<file path="config.mk">
export PLATFORM = sky130hd
export DESIGN_NAME = clock_phase_align
export DESIGN_NICKNAME = d
export VERILOG_FILES = /design/src/rtl/clock_phase_align.sv
export SDC_FILE = /design/constraint.sdc
export NUM_CORES = 1
export LEC_CHECK = 0
export BUFFER_PORTS_ARGS = -buffer_cell sky130_fd_sc_hd__clkbuf_2
export CAP_MARGIN = 20
export CORE_MARGIN = 1
export CORE_UTILIZATION = 55
export DETAILED_ROUTE_END_ITERATION = 10
export PLACE_DENSITY = 0.78
export SKIP_CTS_REPAIR_TIMING = 1
export SYNTH_ARGS = -nofsm -noshare
export SYNTH_HDL_FRONTEND = slang
export SYNTH_SLANG_ARGS = --single-unit
</file>
<file path="constraint.sdc">
create_clock -name clk -period 4.4 [get_ports clk]
set_input_delay 0.44 -clock clk [delete_from_list [all_inputs] [get_ports clk]]
set_output_delay 0.44 -clock clk [all_outputs]
set_load 0.01 [all_outputs]
</file>
<file path="src/rtl/clock_phase_align.sv">
// Fine-phase deskew controller: steps an MMCM/DCM phase shifter until the sampled
// input clock shows a 0->1 transition, then applies a signed offset.
module clock_phase_align #(
   parameter string DEVICE     = "7SERIES",
   parameter int    PS_MAX     = (DEVICE == "SPARTAN6") ? 255 : 1120,
   parameter int    PW         = 12,
   parameter int    SAMPLES    = 64,
   parameter int    SETTLE     = 16,
   parameter int    OFFSET     = 0,
   parameter int    PS_TIMEOUT = 1023
) (
   input  logic          clk,
   input  logic          rst_n,
   input  logic          start,
   input  logic          locked_i,
   input  logic          sample_i,
   output logic          psen,
   output logic          psincdec,
   input  logic          psdone,
   output logic          busy,
   output logic          done,
   output logic          fail,
   output logic [1:0]    fail_code,
   output logic [PW-1:0] phase_o
);

   localparam int   ABS_OFF = (OFFSET < 0) ? -OFFSET : OFFSET;
   localparam int   CW      = $clog2(PS_TIMEOUT + SETTLE + SAMPLES + 2);
   localparam int   SW      = $clog2(PS_MAX + 2);
   localparam int   OW      = $clog2(ABS_OFF + 2);
   localparam int   NW      = $clog2(SAMPLES + 1);
   localparam logic OFF_DIR = (OFFSET > 0) ? 1'b1 : 1'b0;

   typedef enum logic [3:0] {
      S_IDLE      = 4'd0,
      S_WAIT_LOCK = 4'd1,
      S_SETTLE    = 4'd2,
      S_SAMPLE    = 4'd3,
      S_DECIDE    = 4'd4,
      S_STEP      = 4'd5,
      S_WAIT_PS   = 4'd6,
      S_DONE      = 4'd7,
      S_FAIL      = 4'd8
   } state_t;

   state_t        state_q, state_d;
   logic [CW-1:0] cnt_q, cnt_d;
   logic [NW-1:0] ones_q, ones_d;
   logic [SW-1:0] srch_q, srch_d;
   logic [OW-1:0] off_q, off_d;
   logic          offph_q, offph_d;
   logic          prevz_q, prevz_d;
   logic [PW-1:0] phase_q, phase_d;
   logic [1:0]    code_q, code_d;
   logic          psen_q, psen_d, psincdec_q, psincdec_d;
   logic          busy_q, busy_d, done_q, done_d, fail_q, fail_d;
   logic          vote_s, lock_lost_s;

   assign vote_s      = (ones_q > NW'(SAMPLES / 2));
   assign lock_lost_s = !locked_i && (state_q == S_SETTLE || state_q == S_SAMPLE ||
                                      state_q == S_DECIDE || state_q == S_STEP ||
                                      state_q == S_WAIT_PS);

   // Next-state logic; lock loss overrides the normal transition but keeps a phase update
   always_comb begin
      state_d = state_q;
      cnt_d   = cnt_q;
      ones_d  = ones_q;
      srch_d  = srch_q;
      off_d   = off_q;
      offph_d = offph_q;
      prevz_d = prevz_q;
      phase_d = phase_q;
      code_d  = code_q;
      case (state_q)
         S_IDLE, S_DONE, S_FAIL: begin
            if (start) begin
               state_d = S_WAIT_LOCK;
               phase_d = '0;
               code_d  = 2'b00;
               srch_d  = '0;
               offph_d = 1'b0;
               prevz_d = 1'b0;
            end else begin
               state_d = state_q;
            end
         end
         S_WAIT_LOCK: begin
            if (locked_i) begin
               state_d = S_SETTLE;
               cnt_d   = '0;
            end else begin
               state_d = S_WAIT_LOCK;
            end
         end
         S_SETTLE: begin
            if (cnt_q == CW'(SETTLE - 1)) begin
               state_d = S_SAMPLE;
               cnt_d   = '0;
               ones_d  = '0;
            end else begin
               cnt_d = cnt_q + CW'(1'b1);
            end
         end
         S_SAMPLE: begin
            ones_d = ones_q + {{(NW-1){1'b0}}, sample_i};
            if (cnt_q == CW'(SAMPLES - 1)) begin
               state_d = S_DECIDE;
            end else begin
               cnt_d = cnt_q + CW'(1'b1);
            end
         end
         S_DECIDE: begin
            prevz_d = !vote_s;
            if (vote_s && prevz_q) begin
               if (ABS_OFF == 0) begin
                  state_d = S_DONE;
               end else begin
                  state_d = S_STEP;
                  offph_d = 1'b1;
                  off_d   = OW'(ABS_OFF);
               end
            end else if (srch_q == SW'(PS_MAX)) begin
               state_d = S_FAIL;
               code_d  = 2'b01;
            end else begin
               state_d = S_STEP;
               srch_d  = srch_q + SW'(1'b1);
            end
         end
         S_STEP: begin
            state_d = S_WAIT_PS;
            cnt_d   = CW'(1'b1);
         end
         S_WAIT_PS: begin
            if (psdone) begin
               phase_d = (offph_q && !OFF_DIR) ? phase_q - PW'(1'b1) : phase_q + PW'(1'b1);
               if (!offph_q) begin
                  state_d = S_SETTLE;
                  cnt_d   = '0;
               end else if (off_q == OW'(1'b1)) begin
                  state_d = S_DONE;
               end else begin
                  state_d = S_STEP;
                  off_d   = off_q - OW'(1'b1);
               end
            end else if (cnt_q == CW'(PS_TIMEOUT - 1)) begin
               state_d = S_FAIL;
               code_d  = 2'b10;
            end else begin
               cnt_d = cnt_q + CW'(1'b1);
            end
         end
         default: begin
            state_d = S_IDLE;
         end
      endcase
      if (lock_lost_s) begin
         state_d = S_FAIL;
         code_d  = 2'b11;
      end else begin
         code_d = code_d;
      end
   end

   // Output decode from the next state so every output is a plain flop
   always_comb begin
      psen_d     = (state_d == S_STEP);
      psincdec_d = psen_d ? (offph_d ? OFF_DIR : 1'b1) : 1'b0;
      busy_d     = !(state_d == S_IDLE || state_d == S_DONE || state_d == S_FAIL);
      done_d     = (state_d == S_DONE);
      fail_d     = (state_d == S_FAIL);
   end

   // State and output registers with synchronous active-low reset
   always_ff @(posedge clk) begin
      if (!rst_n) begin
         state_q    <= S_IDLE;
         cnt_q      <= '0;
         ones_q     <= '0;
         srch_q     <= '0;
         off_q      <= '0;
         offph_q    <= 1'b0;
         prevz_q    <= 1'b0;
         phase_q    <= '0;
         code_q     <= 2'b00;
         psen_q     <= 1'b0;
         psincdec_q <= 1'b0;
         busy_q     <= 1'b0;
         done_q     <= 1'b0;
         fail_q     <= 1'b0;
      end else begin
         state_q    <= state_d;
         cnt_q      <= cnt_d;
         ones_q     <= ones_d;
         srch_q     <= srch_d;
         off_q      <= off_d;
         offph_q    <= offph_d;
         prevz_q    <= prevz_d;
         phase_q    <= phase_d;
         code_q     <= code_d;
         psen_q     <= psen_d;
         psincdec_q <= psincdec_d;
         busy_q     <= busy_d;
         done_q     <= done_d;
         fail_q     <= fail_d;
      end
   end

   assign psen      = psen_q;
   assign psincdec  = psincdec_q;
   assign busy      = busy_q;
   assign done      = done_q;
   assign fail      = fail_q;
   assign fail_code = code_q;
   assign phase_o   = phase_q;

endmodule

</file>
==> flow_summary.rst, run 1 <==
.. list-table::
   :header-rows: 1

   * - Metric
     - Value
   * - Outcome
     - complete, no violations
   * - Number of input and output port buffers inserted
     - 24
   * - Pleak
     - 1.39 nW
   * - Post-route DRC violation count
     - 0
   * - Number of storage elements in the synthesis netlist
     - 55
   * - Crit Path Category
     - reg -> reg
   * - Rows
     - 28
   * - Final hold violation count
     - 0
   * - Number of vias in the routed layout
     - 3067
   * - Clock Tree Buf Depth
     - 2
   * - Placed wire-length estimate
     - 5.21 mm
   * - Number of global-route vias before repair
     - 2648
   * - Worst-path maximum fanout
     - 14
   * - Critical path data arrival time
     - 2930 ps
   * - Least-Margin Pin Slew
     - 845 ps
   * - Total routing resource utilization after global routing
     - 0.239
   * - Post-detailed-routing wire length
     - 7.33 mm
   * - Most used cells in the layout excluding fill and tap cells
     - 55 x dfxtp_1, 49 x nor2_1, 37 x nand2_1
   * - Floorplan Core Area
     - 0.00589 mm^2
   * - Count of routing violations after the opening detailed-route iteration
     - 149
   * - Number of flops mapped to enable cells by yosys
     - 0
   * - Routability-driven placement congestion ratio
     - 0.893
   * - Fmax achieved
     - 373 MHz
   * - Effective utilization at floorplan
     - 0.569
   * - Net count after synthesis
     - 436
   * - Clock Sinks
     - 55
   * - Worst hold start
     - off_q
   * - Drt first pass iters
     - 6
   * - Congestion Overflow GR
     - 0
   * - Worst-case hold path end point
     - off_q
   * - R2R cell count
     - 6
   * - Sequential element share of the synthesized area
     - 0.329
   * - Number of max-slew violations in the final report
     - 0
   * - Clock latency reported for the late side of the worst-skew pair
     - 320 ps
   * - Remaining antenna violation count after routing
     - 0
   * - Mean instance size in the synthesized netlist
     - 8.11 um^2
   * - Clock-pin slew on the worst setup and hold paths
     - 110 ps
   * - Internal reg-to-reg setup slack
     - 1720 ps
   * - Proportion of register bits with asynchronous set or reset after synthesis
     - 0
   * - Start of the worst register-to-register path
     - state_q[2]
   * - Worst slew slack as a fraction of its limit
     - 0.437
   * - Worst Slack Setup Final
     - 1720 ps
   * - Synth Flop Type
     - dfxtp_1
   * - Antenna diodes
     - 0
   * - Power per cell area
     - 270 mW/mm^2
   * - Die outline width
     - 80.0 um
   * - Most common cell after layout, fill and taps aside
     - dfxtp_1
   * - Number of distinct library cell variants in the gate-level netlist after synthesis
     - 66
   * - Largest net degree at the start of global routing
     - 23
   * - Fin nets
     - 450
   * - Period Utilization, post-route
     - 0.610
   * - Crit path capture type
     - flop
   * - Worst setup slack after placement
     - 1770 ps
   * - Vias per cell
     - 6.10
   * - Area growth from synthesis to final layout
     - 6.76%
   * - Post-synth design cell area
     - 0.00335 mm^2
   * - CTS root buffer
     - clkbuf_8
   * - Ratio of cells with drive above 1 in the final layout
     - 0.107
   * - TritonCTS clock tree
     - yes
   * - R2R Path End
     - phase_o[11]
   * - Max IR drop VDD
     - 157 uV
   * - Average detailed-routed wire length per instance
     - 14.6 um
   * - Number of max-capacitance violations reported
     - 0
   * - Number of antenna violations at the first check in global routing
     - 0
   * - Number of H-tree levels
     - 2
   * - Total of endpoints with negative setup slack in the final report
     - 0
   * - Setup repair after global routing missed its margin
     - false
   * - Die outline height
     - 80.0 um
   * - Kind of start point of the critical path
     - flop
   * - Worst EP required
     - 4650 ps
   * - Total die area
     - 0.00640 mm^2
   * - Total number of yosys warnings
     - 0
   * - Final worst path period need
     - 2680 ps
   * - Cell count after synthesis
     - 413
   * - Count of pins on the block boundary
     - 25
   * - Max Clock Skew
     - 7.01 ps
   * - Global-route wire length before repair
     - 12.2 mm
   * - Worst min-delay path class
     - reg -> reg
   * - Total negative slack
     - 0 ps
   * - Post-route core utilization
     - 0.607
   * - Clock buffer count from CTS
     - 5
   * - Worst hold path cell count
     - 2
-- power breakdown --
group	total, W	internal (W)	switching (W)
Sequential	0.000529	0.000508	0.0000202
Combinational	0.000139	0.0000512	0.0000883
Clock	0.000298	0.000117	0.000181
-- stage by stage --
step | instances | hold slack, ps | total power, W | instance area [um^2]
global route | 503 | 498 | 0.00101 | 3570
detailed placement | 495 | 455 | 0.000677 | 3480
global placement | 495 | 440 | 0.000675 | 3480
floorplan | 413 | 431 | 0.000646 | 3350
CTS | 503 | 472 | 0.000973 | 3570
finish | 503 | 470 | 0.000966 | 3570
-- synthesized netlist by cell type (8+ instances only) --
| cell type | n | area [um^2] |
|---|---|---|
| nand4_1 | 13 | 81.3 |
| xor2_1 | 12 | 105 |
| nand3_1 | 16 | 80.1 |
| o21ai_0 | 19 | 95.1 |
| and3_1 | 8 | 50.1 |
| nor3_1 | 10 | 50.1 |
| inv_1 | 12 | 45.0 |
| ha_1 | 16 | 200 |
| a21oi_1 | 25 | 125 |
| dfxtp_1 | 55 | 1100 |
| nand2_1 | 37 | 139 |
| a22oi_1 | 8 | 60.1 |
| nor2_1 | 49 | 184 |
-- kinds of logic after synthesis --
family	count (synthesis)	share of synthesized area
AOI/OAI and AO/OA	105	0.212
xor gates and xnor gates	18	0.0471
adders and majority gates	17	0.0658
buffers and inverters	31	0.0411
DFF	55	0.329
muxes	6	0.0191
and+or+nand+nor	181	0.286
-- layout make-up --
cell class,count,area (um^2)
Clock buffer,5,68.8
Clock inverter,3,25.0
Fill cell,547,2310
Inverter,13,48.8
Multi-Input combinational cell,327,2110
Sequential cell,55,1100
Tap cell,75,93.8
Timing Repair Buffer,25,128
-- state kept, by name, indices dropped and copies added, names as in the netlist --
name       count
srch_q        11
off_q          1
phase_o       12
busy           1
state_q        4
psincdec       1
cnt_q         11
offph_q        1
fail           1
psen           1
done           1
fail_code      2
ones_q         7
prevz_q        1
-- worst max-delay path by stage --
stage	endpoint	slack, ps	cells after the start	from
floorplan	busy	2350	6	offph_q
global placement	psincdec	1770	6	state_q[2]
detailed placement	cnt_q[9]	1770	6	state_q[0]
CTS	cnt_q[9]	1770	6	state_q[0]
global route	busy	1490	6	state_q[3]
finish	phase_o[11]	1720	6	state_q[2]
-- worst max-delay path, stage by stage (launching register included) --
cell and delay, ps:
dfxtp_1 600, nor4bb_1 620, and2_1 480, nand2_1 320, nor3b_1 320, mux2i_1 120, a22oi_1 160
-- layer usage --
metal  GRT usage  part of all wire
met5           0                 0
met4      0.0661            0.0083
met3      0.0400             0.037
met2       0.381              0.46
met1       0.330              0.49
Note: power is estimated with default switching activity, not from simulation.
==> run 2: changes to the inputs <==
--- a/config.mk
+++ b/config.mk
@@ -5,6 +5,7 @@
 export SDC_FILE = /design/constraint.sdc
 export NUM_CORES = 1
 export LEC_CHECK = 0
+export ABC_AREA = 1
 export BUFFER_PORTS_ARGS = -buffer_cell sky130_fd_sc_hd__clkbuf_2
 export CAP_MARGIN = 20
 export CORE_MARGIN = 1
==> constraint.sdc (replaced) <==
create_clock -name clk -period 2.6 [get_ports clk]
set_input_delay 0.26 -clock clk [delete_from_list [all_inputs] [get_ports clk]]
set_output_delay 0.26 -clock clk [all_outputs]
set_load 0.01 [all_outputs]
==> flow_summary.rst, run 2 <==
.. list-table::
   :header-rows: 1

   * - Metric
     - Value
   * - Clock Tree Buf Depth
     - 2
   * - Effective utilization at floorplan
     - 0.570
   * - Placed wire-length estimate
     - 5.99 mm
   * - Number of max-slew violations in the final report
     - 0
   * - Synth Flop Type
     - dfxtp_1
   * - Outcome
     - complete, no violations
   * - Most frequent cells after synthesis
     - 146 x nand2_1, 61 x inv_1, 58 x nor2_1
   * - Proportion of register bits with asynchronous set or reset after synthesis
     - 0
   * - Placed cell count
     - 654
   * - Area growth from synthesis to final layout
     - 8.70%
   * - Total number of yosys warnings
     - 0
   * - Clock buffer count from CTS
     - 5
   * - Vias per cell
     - 5.44
   * - Top cells by area in the synthesized netlist
     - dfxtp_1 31%, nand2_1 15%, a21oi_1 7.2%
   * - Rows
     - 29
   * - Max IR drop VDD
     - 289 uV
   * - Average detailed-routed wire length per instance
     - 12.3 um
   * - Number of H-tree levels
     - 2
   * - Crit path capture type
     - flop
   * - Most common cell after layout, fill and taps aside
     - nand2_1
   * - Post-detailed-routing wire length
     - 8.17 mm
   * - Power per cell area
     - 441 mW/mm^2
   * - Sequential element share of the synthesized area
     - 0.306
   * - Worst EP required
     - 2850 ps
   * - Congestion Overflow GR
     - 0
   * - Total die area
     - 0.00687 mm^2
   * - Routability-driven placement congestion ratio
     - 0.920
   * - Post-synth design cell area
     - 0.00360 mm^2
   * - Most used cells in the layout excluding fill and tap cells
     - 146 x nand2_1, 61 x inv_1, 58 x nor2_1
   * - Largest net degree at the start of global routing
     - 24
   * - Yosys top cell by area
     - dfxtp_1
   * - Post-route DRC violation count
     - 0
   * - Max Clock Skew
     - 12.1 ps
   * - Antenna diodes
     - 0
   * - Post-Route M1 WL
     - 4.05 mm
   * - TritonCTS clock tree
     - yes
   * - Pleak
     - 1.72 nW
   * - Max FFs per register
     - 12
   * - Final Non-Filler Cells
     - 662
   * - CTS root buffer
     - clkbuf_8
   * - Number of distinct library cell variants in the gate-level netlist after synthesis
     - 40
   * - Cell with the most instances after synthesis
     - nand2_1
   * - Count of routing violations after the opening detailed-route iteration
     - 245
   * - Total of endpoints with negative setup slack in the final report
     - 0
   * - Total routing resource utilization after global routing
     - 0.240
   * - Kind of start point of the critical path
     - flop
   * - Worst setup slack after placement
     - 587 ps
   * - Filler Cells Inserted
     - 630
   * - Drt first pass iters
     - 5
   * - Crit Path Category
     - reg -> reg
   * - Global-route wire length before repair
     - 14.0 mm
   * - Share of the synthesized area in the top cell type
     - 0.306
   * - Total negative slack
     - 0 ps
   * - DR WL met2
     - 3.69 mm
   * - Number of flops mapped to enable cells by yosys
     - 0
   * - Number of global-route vias before repair
     - 3160
   * - Die outline height
     - 82.9 um
   * - Floorplan Core Area
     - 0.00631 mm^2
   * - Ratio of cells with drive above 1 in the final layout
     - 0.113
   * - Setup repair after global routing missed its margin
     - false
   * - Final worst path period need
     - 2080 ps
   * - Clock Sinks
     - 55
   * - Period Utilization, post-route
     - 0.801
   * - Least-Margin Pin Slew
     - 768 ps
   * - Cell count after synthesis
     - 557
   * - Fmax achieved
     - 480 MHz
   * - Net count after synthesis
     - 580
   * - Number of input and output port buffers inserted
     - 24
   * - Number of antenna violations at the first check in global routing
     - 0
   * - Worst-path maximum fanout
     - 14
   * - Worst slew slack as a fraction of its limit
     - 0.483
   * - Number of max-capacitance violations reported
     - 0
   * - Number of storage elements in the synthesis netlist
     - 55
   * - Die outline width
     - 82.9 um
   * - Clock latency reported for the late side of the worst-skew pair
     - 320 ps
   * - DR WL met3
     - 319 um
   * - Mean instance size in the synthesized netlist
     - 6.46 um^2
   * - Final hold violation count
     - 0
   * - Worst min-delay path class
     - in -> reg
   * - Worst Slack Setup Final
     - 517 ps
   * - Remaining antenna violation count after routing
     - 0
   * - Clock-pin slew on the worst setup and hold paths
     - 110 ps
   * - Fin nets
     - 607
   * - Top layer in use
     - met4
   * - Count of pins on the block boundary
     - 25
   * - Critical path data arrival time
     - 2340 ps
   * - Number of vias in the routed layout
     - 3601
-- run 2: cell count changes after synthesis, moves of 6 or more --
cell,delta
nand2_1,+109
inv_1,+49
a21oi_1,+27
nand3_1,+25
o21ai_0,+12
nor2_1,+9
a22oi_1,-7
and3_1,-7
a211oi_1,-6
a31oi_1,-6
xor2_1,-6
-- run 2: logic make-up (layout without fill, tap and decap cells) --
kind of cell	Yosys count	after routing	share of synthesized area
xor gates and xnor gates	8	8	0.0195
and+or+nand+nor	299	299	0.375
AOI/OAI and AO/OA	101	101	0.151
buffers and inverters	77	105	0.0870
DFF	55	55	0.306
adders and majority gates	17	17	0.0612
-- run 2: where the power goes --
part	switching, W	internal (W)	leakage (nW)	total [W]
logic	0.000193	0.0000758	1.22	0.000269
clock network	0.000296	0.000292	0.0558	0.000587
registers	0.0000133	0.000857	0.444	0.000870
-- run 2: worst max-delay path, stage by stage (launching register included) --
cell	delay (ps)
dfxtp_1	700
ha_1	380
a21oi_1	220
o21ai_0	150
a21oi_1	180
o21ai_0	100
a21o_1	170
a21oi_1	120
-- run 2: stage by stage --
step,power [W],hold WS (ps),utilization,instance area (um^2)
final,0.00173,285,0.619,3910
after global routing,0.00180,319,0.619,3910
after CTS,0.00174,282,0.619,3910
after detailed placement,0.00115,444,0.602,3800
after global placement,0.00115,438,0.602,3800
after floorplan,0.00109,383,-,3600
-- run 2: final cells by class --
class	instances	area, um^2	area share
inverters	68	260	0.0666
multi-input cells	425	2180	0.558
well taps	77	96.3	0.0246
repair buffers	29	158	0.0403
flip-flops and latches	55	1100	0.282
clock buffers	6	72.6	0.0186
clock inverters	2	38.8	0.00992
-- run 2: path summary, 6_finish.rpt --
check / startpoint / end / slack (ps) / cells after the start
setup / recovery: offph_q / phase_o[6] / 520 / 7
hold / removal: rst_n / busy / 280 / 3
setup reg to reg: offph_q / phase_o[6] / 520 / 7
hold reg to reg: off_q / off_q / 460 / 2
-- run 2: layer usage --
metal / GRT usage / vias up
met5: 0 / -
met4: 0.0674 / 0
met3: 0.0318 / 11
met2: 0.392 / 79
met1: 0.333 / 1631
li1: - / 1880
==> run 3: changes to the inputs <==
--- a/config.mk
+++ b/config.mk
@@ -11,7 +11,7 @@
 export CORE_MARGIN = 1
 export CORE_UTILIZATION = 55
 export DETAILED_ROUTE_END_ITERATION = 10
-export PLACE_DENSITY = 0.78
+export PLACE_DENSITY = 0.81
 export SKIP_CTS_REPAIR_TIMING = 1
 export SYNTH_ARGS = -nofsm -noshare
 export SYNTH_HDL_FRONTEND = slang
==> constraint.sdc (replaced) <==
create_clock -name clk -period 1.9 [get_ports clk]
set_input_delay 0.19 -clock clk [delete_from_list [all_inputs] [get_ports clk]]
set_output_delay 0.19 -clock clk [all_outputs]
set_load 0.01 [all_outputs]
==> flow_summary.rst, run 3 (synthesized netlist as in run 2, its figures left out) <==
.. list-table::
   :header-rows: 1

   * - Metric
     - Value
   * - Post-route DRC violation count
     - 0
   * - Worst hold start
     - rst_n
   * - Global-route met3 utilization
     - 0.0457
   * - Number of H-tree levels
     - 2
   * - Total negative slack
     - 0 ps
   * - Number of input and output port buffers inserted
     - 24
   * - Die outline width
     - 82.9 um
   * - Outcome
     - complete, no violations
   * - Antenna diodes
     - 0
   * - Placed wire-length estimate
     - 6.45 mm
   * - Series of cell instances along the critical path
     - ha_1 -> nand3_2 -> nor2_2 -> nand2_1 -> nand2_1 -> nand2_1 -> nor2_1 -> nand3_2 -> nand3b_1 -> nor3_2
   * - Clock buffer count from CTS
     - 5
   * - Delay contributed by the slowest stage of the critical path
     - 380 ps
   * - Met1 GRT Util
     - 0.314
   * - Number of global-route vias before repair
     - 3418
   * - Number of max-slew violations in the final report
     - 0
   * - Number of max-capacitance violations reported
     - 0
   * - Max FFs per register
     - 12
   * - Switching Share
     - 0.305
   * - Setup repair after global routing missed its margin
     - true
   * - Area growth from synthesis to final layout
     - 12.0%
   * - Total power after layout
     - 0.00226 W
   * - Total routing resource utilization after global routing
     - 0.252
   * - Clock Tree Buf Depth
     - 2
   * - Post-detailed-routing wire length
     - 8.48 mm
   * - Worst slew slack as a fraction of its limit
     - 0.747
   * - Net switching power
     - 0.000690 W
   * - Number of antenna violations at the first check in global routing
     - 0
   * - Pleak
     - 1.78 nW
   * - Most used cells in the layout excluding fill and tap cells
     - 146 x nand2_1, 60 x inv_1, 56 x nor2_1
   * - Critical path data arrival time
     - 2030 ps
   * - Crit path max-delay cell type
     - dfxtp_2
   * - Routability-driven placement congestion ratio
     - 0.954
   * - Global-route wire length before repair
     - 14.5 mm
   * - Power per cell area
     - 562 mW/mm^2
   * - Placed cell count
     - 663
   * - Congestion Overflow GR
     - 0
   * - Count of pins on the block boundary
     - 25
   * - Floorplan Core Area
     - 0.00631 mm^2
   * - Worst EP required
     - 2150 ps
   * - Internal power
     - 0.00157 W
   * - Filler Cells Inserted
     - 608
   * - Final hold violation count
     - 0
   * - Most common cell after layout, fill and taps aside
     - nand2_1
   * - Final Non-Filler Cells
     - 674
   * - Count of routing violations after the opening detailed-route iteration
     - 159
   * - Total die area
     - 0.00687 mm^2
   * - CTS root buffer
     - clkbuf_8
   * - Remaining antenna violation count after routing
     - 0
   * - Max IR drop VDD
     - 387 uV
   * - Kind of start point of the critical path
     - flop
   * - Fmax achieved
     - 561 MHz
   * - Crit Path Category
     - reg -> reg
   * - Clock latency reported for the late side of the worst-skew pair
     - 310 ps
   * - Max Clock Skew
     - 10.2 ps
   * - Ratio of cells with drive above 1 in the final layout
     - 0.151
   * - Rows
     - 29
   * - Average detailed-routed wire length per instance
     - 12.6 um
   * - Period Utilization, post-route
     - 0.937
   * - Crit path capture type
     - flop
   * - Largest net degree at the start of global routing
     - 25
   * - Worst-path maximum fanout
     - 5
   * - R2R Path End
     - psincdec
   * - Vias per cell
     - 5.49
   * - Drt first pass iters
     - 5
   * - Post-route core utilization
     - 0.638
   * - Total of endpoints with negative setup slack in the final report
     - 0
   * - Number of vias in the routed layout
     - 3702
   * - Worst min-delay path class
     - in -> reg
   * - Worst hold path cell count
     - 3
   * - Met2 routing resource usage after global routing
     - 0.428
   * - Clock-pin slew on the worst setup and hold paths
     - 100 ps
   * - Effective utilization at floorplan
     - 0.570
   * - Least-Margin Pin Slew
     - 380 ps
   * - R2R cell count
     - 10
   * - Worst-case hold path end point
     - busy
   * - Clock Sinks
     - 55
   * - Clock power share
     - 0.293
   * - TritonCTS clock tree
     - yes
   * - Busiest metal layer after global routing
     - met2
   * - Part of the power in registers
     - 0.526
   * - Internal reg-to-reg setup slack
     - 120 ps
   * - Critical Path Most Common Cell
     - nand2_1
   * - Share of power burned in combinational logic
     - 0.182
   * - Final worst path period need
     - 1780 ps
   * - Fin nets
     - 619
   * - Start of the worst register-to-register path
     - cnt_q[0]
   * - Die outline height
     - 82.9 um
==> run 3: cell count changes in the layout (fill, tap and decap cells not counted), sizes merged <==
cell and delta:
buf +12, bufinv -1, clkinvlp +1
==> run 3: area by class of cell <==
class                      count  area [um^2]  share of cell area
multi-input combinational    425         2220               0.550
sequential                    55         1110               0.275
inverter                      68          260              0.0646
clock buffer                   6         72.6              0.0180
tap                           77         96.3              0.0239
clock inverter                 2         16.3             0.00404
timing repair buffer          41          260              0.0646
==> run 3: worst max-delay path: cells and delay by family (launching register included) <==
family / cells / cell delay (ps)
fa+ha+maj: 1 / 200
flops: 1 / 380
simple gates: 9 / 1120
==> run 3: through the flow <==
step | setup WS (ps) | hold WS [ps] | area (um^2)
after CTS | -59.9 | 215 | 3970
after detailed placement | -18.1 | 444 | 3880
final | 119 | 240 | 4030
after global routing | -6.32 | 222 | 4030
after global placement | 52.6 | 440 | 3880
after floorplan | 164 | 313 | 3600
==> run 3: routing by layer <==
metal / part of all wire / up-vias / routed length, um
met3: 0.035 / 13 / 296
met4: 0.017 / 0 / 145
met5: 0 / - / 0
met1: 0.47 / 1697 / 3970
met2: 0.48 / 87 / 4070
li1: - / 1905 / -
==> run 3: how the worst max path moves through the flow <==
stage,start,end,slack (ps),cells after the start
3_5_place_dp,offph_q,phase_o[11],-20,9
4_1_cts,offph_q,phase_o[11],-60,9
5_1_grt,state_q[3],srch_q[7],-6,13
3_3_place_gp,offph_q,phase_o[11],50,9
6_report,cnt_q[0],psincdec,120,10
2_1_floorplan,offph_q,phase_o[6],160,7
==> run 3: power by group through the flow <==
stage | Combinational [W] | Clock (W) | Sequential, W
CTS | 0.000405 | 0.000696 | 0.00119
detailed placement | 0.000404 | 0 | 0.00122
finish | 0.000411 | 0.000663 | 0.00119
global route | 0.000453 | 0.000735 | 0.00119
floorplan | 0.000271 | 0 | 0.00122
global placement | 0.000397 | 0 | 0.00122
